--- src/rtl/snake_pkg.sv ---
// Shared snake-game types: heading encoding, coordinate width, reset heading.
package snake_pkg;

  typedef enum logic [1:0] {
    WAY_UP    = 2'd0,
    WAY_DOWN  = 2'd1,
    WAY_LEFT  = 2'd2,
    WAY_RIGHT = 2'd3
  } way_t;

  localparam int   COORD_W   = 7;
  localparam way_t WAY_RESET = WAY_RIGHT;

  // Up/down and left/right differ only in the low bit.
  function automatic way_t opposite(input way_t w);
    return way_t'({w[1], ~w[0]});
  endfunction

endpackage

--- src/rtl/set_head_if.sv ---
// Head-step bus: current heading/buttons/head in, registered new heading/head out.
interface set_head_if;
  import snake_pkg::*;

  way_t               way;
  logic [3:0]         push;
  logic [COORD_W-1:0] head_x;
  logic [COORD_W-1:0] head_y;
  way_t               new_way;
  logic [COORD_W-1:0] new_head_x;
  logic [COORD_W-1:0] new_head_y;

  modport master (
    output way, push, head_x, head_y,
    input  new_way, new_head_x, new_head_y
  );

  modport slave (
    input  way, push, head_x, head_y,
    output new_way, new_head_x, new_head_y
  );
endinterface

--- src/rtl/set_head_way_select.sv ---
// Combinational heading select: one-hot active-low button decode with reversal veto.
module way_select
  import snake_pkg::*;
(
  input  way_t       way,
  input  logic [3:0] push,
  output way_t       way_new
);

  logic [3:0] pressed;
  logic       one_hot;
  way_t       req;

  always_comb begin
    pressed = ~push;
    one_hot = (pressed != 4'b0000) && ((pressed & (pressed - 4'd1)) == 4'b0000);
    req     = way;
    unique case (pressed)
      4'b0001: req = WAY_UP;
      4'b0010: req = WAY_DOWN;
      4'b0100: req = WAY_LEFT;
      4'b1000: req = WAY_RIGHT;
      default: req = way;
    endcase

    way_new = way;
    if (one_hot && (req != opposite(way)))
      way_new = req;
  end

endmodule

--- src/rtl/set_head.sv ---
// Snake head step: select heading, clamp head, step one cell, register outputs.
// Define SET_HEAD_WRAP_EN to wrap at the playfield edges instead of saturating.
module set_head
  import snake_pkg::*;
#(
  parameter int GRID_W = 64,
  parameter int GRID_H = 48
) (
  input  logic       clk,
  input  logic       rst,
  set_head_if.slave  bus
);

`ifdef SET_HEAD_WRAP_EN
  localparam bit WRAP = 1'b1;
`else
  localparam bit WRAP = 1'b0;
`endif

  localparam logic [7:0] X_MAX = 8'(GRID_W - 1);
  localparam logic [7:0] Y_MAX = 8'(GRID_H - 1);

  way_t       way_w;
  logic [7:0] x_c;
  logic [7:0] y_c;
  logic [7:0] x_n;
  logic [7:0] y_n;

  way_select u_way_select (
    .way     (bus.way),
    .push    (bus.push),
    .way_new (way_w)
  );

  always_comb begin
    x_c = {1'b0, bus.head_x};
    y_c = {1'b0, bus.head_y};
    if (x_c > X_MAX) x_c = X_MAX;
    if (y_c > Y_MAX) y_c = Y_MAX;

    x_n = x_c;
    y_n = y_c;
    unique case (way_w)
      WAY_UP: begin
        if (y_c == 8'd0) y_n = WRAP ? Y_MAX : 8'd0;
        else             y_n = y_c - 8'd1;
      end
      WAY_DOWN: begin
        if (y_c == Y_MAX) y_n = WRAP ? 8'd0 : Y_MAX;
        else              y_n = y_c + 8'd1;
      end
      WAY_LEFT: begin
        if (x_c == 8'd0) x_n = WRAP ? X_MAX : 8'd0;
        else             x_n = x_c - 8'd1;
      end
      WAY_RIGHT: begin
        if (x_c == X_MAX) x_n = WRAP ? 8'd0 : X_MAX;
        else              x_n = x_c + 8'd1;
      end
      default: begin
        x_n = x_c;
        y_n = y_c;
      end
    endcase
  end

  always_ff @(posedge clk) begin
    if (rst) begin
      bus.new_way    <= WAY_RESET;
      bus.new_head_x <= '0;
      bus.new_head_y <= '0;
    end else begin
      bus.new_way    <= way_w;
      bus.new_head_x <= x_n[COORD_W-1:0];
      bus.new_head_y <= y_n[COORD_W-1:0];
    end
  end

endmodule

--- src/flat_wrapper.sv ---
// flat-port wrapper written by rule: the top's interface ports become plain ports
module set_head_flat import snake_pkg::*;
#(
  parameter int GRID_W = 64,
  parameter int GRID_H = 48
)
  (clk, rst, bus_way, bus_push, bus_head_x, bus_head_y, bus_new_way, bus_new_head_x, bus_new_head_y);
  set_head_if bus_i ();
  input  logic clk;
  input  logic rst;
  input wire logic [$bits(bus_i.way)-1:0] bus_way;
  input wire logic [$bits(bus_i.push)-1:0] bus_push;
  input wire logic [$bits(bus_i.head_x)-1:0] bus_head_x;
  input wire logic [$bits(bus_i.head_y)-1:0] bus_head_y;
  output wire logic [$bits(bus_i.new_way)-1:0] bus_new_way;
  output wire logic [$bits(bus_i.new_head_x)-1:0] bus_new_head_x;
  output wire logic [$bits(bus_i.new_head_y)-1:0] bus_new_head_y;
  assign bus_i.way = bus_way;
  assign bus_i.push = bus_push;
  assign bus_i.head_x = bus_head_x;
  assign bus_i.head_y = bus_head_y;
  assign bus_new_way = bus_i.new_way;
  assign bus_new_head_x = bus_i.new_head_x;
  assign bus_new_head_y = bus_i.new_head_y;
  set_head #(.GRID_W(GRID_W), .GRID_H(GRID_H)) u_core (.clk(clk), .rst(rst), .bus(bus_i));
endmodule
--- config.mk ---
export PLATFORM = sky130hd
export DESIGN_NAME = set_head_flat
export DESIGN_NICKNAME = d
export VERILOG_FILES = /design/src/rtl/snake_pkg.sv /design/src/rtl/set_head_if.sv /design/src/rtl/set_head_way_select.sv /design/src/rtl/set_head.sv /design/src/flat_wrapper.sv
export SDC_FILE = /design/constraint.sdc
export NUM_CORES = 1
export LEC_CHECK = 0
export BUFFER_PORTS_ARGS = -buffer_cell sky130_fd_sc_hd__buf_2
export CORE_UTILIZATION = 55
export DETAILED_ROUTE_END_ITERATION = 8
export GPL_TIMING_DRIVEN = 0
export PLACE_DENSITY = 0.92
export SLEW_MARGIN = 25
export SYNTH_ARGS = -nofsm -noshare
export SYNTH_HDL_FRONTEND = slang
export SYNTH_SLANG_ARGS = --single-unit
--- constraint.sdc ---
create_clock -name clk -period 3.2 [get_ports clk]
set_clock_uncertainty 0.05 [all_clocks]
set_input_delay 0.64 -clock clk [delete_from_list [all_inputs] [get_ports clk]]
set_output_delay 0.64 -clock clk [all_outputs]
set_load 0.01 [all_outputs]
==> impl_metrics.toml <==
[routing]
num_vias = 1488
wire_per_inst_um = 14.4
firstDrtPassIters = 4
drc_errors = 0
drt_first_iter_violations = 54
drt_wl_total_mm = 3.44
routed_via_density = 6.25
ant_nets = 0

[floorplanning]
ioPinCount = 38
dieArea_um2 = 2740
dieHeight_um = 52.3
die_w_um = 52.3
initial_core_util_pct = 60.6
coreArea_um2 = 2300
num_rows = 17

[synthesis]
yosysWarnings = 0
seq_area_frac_synth_pct = 23.0
syn_avg_cell_area_um2 = 7.87
synth_ff_type = "dfxtp_1"
async_flop_share_pct = 0
ys_types = 58
synth_cells = 177
syn_nets = 205
synth_enable_flop_cells = 0
yosysTopAreaCellShare_pct = 23.0
synth_area_um2 = 1390
netlist.top_cell.by_area = "dfxtp_1"
ys_top_cells_by_area = "dfxtp_1 (23%), a21oi_1 (5.8%), nor2_1 (5.7%)"
ys_ff_latch = 16

[cts]
post_cts_buffers = 0
htree_levels = 1
clk_pin_slew_ps = 80
holdBufCountCts = 0
root_buffer = "clkbuf_4"
cts_buffer_depth = 2
ctsResizeCount = 0
cts.sinks = 16
numCtsBuffers = 3
cts_tree = "yes"

[placed_design]
gp_congestion = 0.937
dpl.hpwl_mm = 2.71
place_ws_ps = 385
placed_cells = 234
io_buffer_count = 29

[global_routing]
grt_usage_pct = 27.0
grt_start_max_net_pins = 11
antenna_found_initial = 0
grt_pass1_wl_mm = 5.62
grt-ovfl-total = 0
first_global_vias = 1305

[sta]
rsz0062_at_grt = "false"
fmax_mhz = 392
fin_crit_ps = 2550
slew_viol_final = 0
hold_viol = 0
finalSetupViolations = 0
min_period_over_period_pct = 79.7
setup_ws_ps = 650
fin_tns_setup_ps = 0
max_slew_margin_pct = 61.6
worst_slew_pin_slew_ps = 575

[power_and_ir_drop]
p_total_w = 0.000542
ir_worst_vdd_uv = 248
power_leakage_nw = 0.688
power_density_nw_per_um2 = 337

[finish]
drive_gt1_share_pct = 27.6
instances_no_fill = 238
syn_to_final_growth_pct = 15.5
nFillCells = 212
diodes = 0
final_net_count = 239

[flow_run]
cap_violations = 0

[critical_path]
cp-start-kind = "input pin"
worstPathArrival_ps = 2670
crit_fanout = 8
worstSetupEndpointType = "flop"
critPathCapture = "u_core.bus.new_head_y[4]$_SDFF_PP0_"
cp-startpoint = "bus_head_y[5]"
criticalPathCategory = "in2reg"
critPathRequiredTime_ps = 3320

[outcome]
status = "complete, no violations"

[hold_path]
hold_class = "in2reg"
## worst min path at each step
stage	start	endpoint	cells after the start
finish	bus_head_x[6]	u_core.bus.new_head_x[6]$_SDFF_PP0_	4
global route	bus_head_y[4]	u_core.bus.new_head_y[4]$_SDFF_PP0_	3
CTS	bus_head_x[6]	u_core.bus.new_head_x[6]$_SDFF_PP0_	4
detailed placement	bus_head_x[6]	u_core.bus.new_head_x[6]$_SDFF_PP0_	4
global placement	bus_head_x[6]	u_core.bus.new_head_x[6]$_SDFF_PP0_	4
floorplan	bus_head_y[4]	u_core.bus.new_head_y[4]$_SDFF_PP0_	2
## sequential cells by signal (all words and copies together), names as in the netlist
name,cells
u_core.bus.new_head_y,7
u_core.bus.new_head_x,7
u_core.bus.new_way,2
## power breakdown
part           total [W]  switching (W)  internal, W  leakage [nW]
combinational   0.000195       0.000114    0.0000810         0.534
clock           0.000127      0.0000579    0.0000693        0.0210
sequential      0.000220     0.00000346     0.000217         0.133
## cells in the final DEF (no fill, tap or decap), drive strengths merged, types with 6 or more instances in the layout
cell type   n
dfxtp      16
nand2      10
ha          6
nor2       23
clkbuf     11
nand3       8
o21ai       7
a21oi      16
buf        34
## metrics by stage
step	cell area, um2	util [%]	hold WS [ps]
after CTS	1610	70.0	625
after detailed placement	1570	68.5	932
final	1610	70.0	640
after global routing	1610	70.0	674
after floorplan	1390	-	753
after global placement	1570	68.5	928
## routing by layer
| layer | routed length [um] | track usage (%) | part of all wire [%] | vias to the layer above |
|---|---|---|---|---|
| met5 | 0 | 0 | 0 | - |
| met4 | 55 | 15.4 | 1.6 | 0 |
| met3 | 248 | 1.74 | 7.2 | 8 |
| met2 | 1630 | 42.2 | 47 | 75 |
| met1 | 1500 | 36.0 | 44 | 685 |
| li1 | - | - | - | 720 |
## area by class of cell
class                   instances  area (um2)  share of cell area (%)
flip-flops and latches         16         320                    19.9
plain buffers                  12        75.1                    4.67
repair buffers                 29         145                    9.02
inverters                       5        18.8                    1.17
multi-input cells             144         978                    60.8
well taps                      28        35.0                    2.18
clock buffers                   4        36.3                    2.26
## cell usage after synthesis, drive strengths merged, types with 2 or more instances
master   instances
buf              5
a31oi            2
nand4            2
xor2             3
o32ai            5
and3             2
ha               6
o31a             3
dfxtp           16
inv              5
or3              2
a2bb2oi          2
o31ai            2
mux2i            2
or2              5
a211oi           3
nor3             4
o21ai            7
nand2b           3
a21o             3
nand3            8
a21oi           16
nor2            23
nor2b            2
or3b             2
clkbuf           7
nor3b            2
xnor2            4
a311oi           2
nand2           10
## kinds of logic after synthesis
family | Yosys count | share of synthesized area (%)
AND/OR/NAND/NOR | 71 | 27.9
multiplexers | 2 | 1.44
XOR/XNOR | 7 | 4.94
adder cells (fa/ha/maj) | 6 | 5.39
AO/OA/AOI/OAI | 58 | 30.6
flip-flops | 16 | 23.0
buffers and inverters | 17 | 6.74
## worst max-delay path, stage by stage
cell	delay, ps
buf_2	120
a21o_1	260
nor2_1	320
ha_1	300
or3b_2	470
nor2_1	110
a21oi_1	50
o31a_1	240
o32ai_1	160
Power figures use the tool's default switching activity.
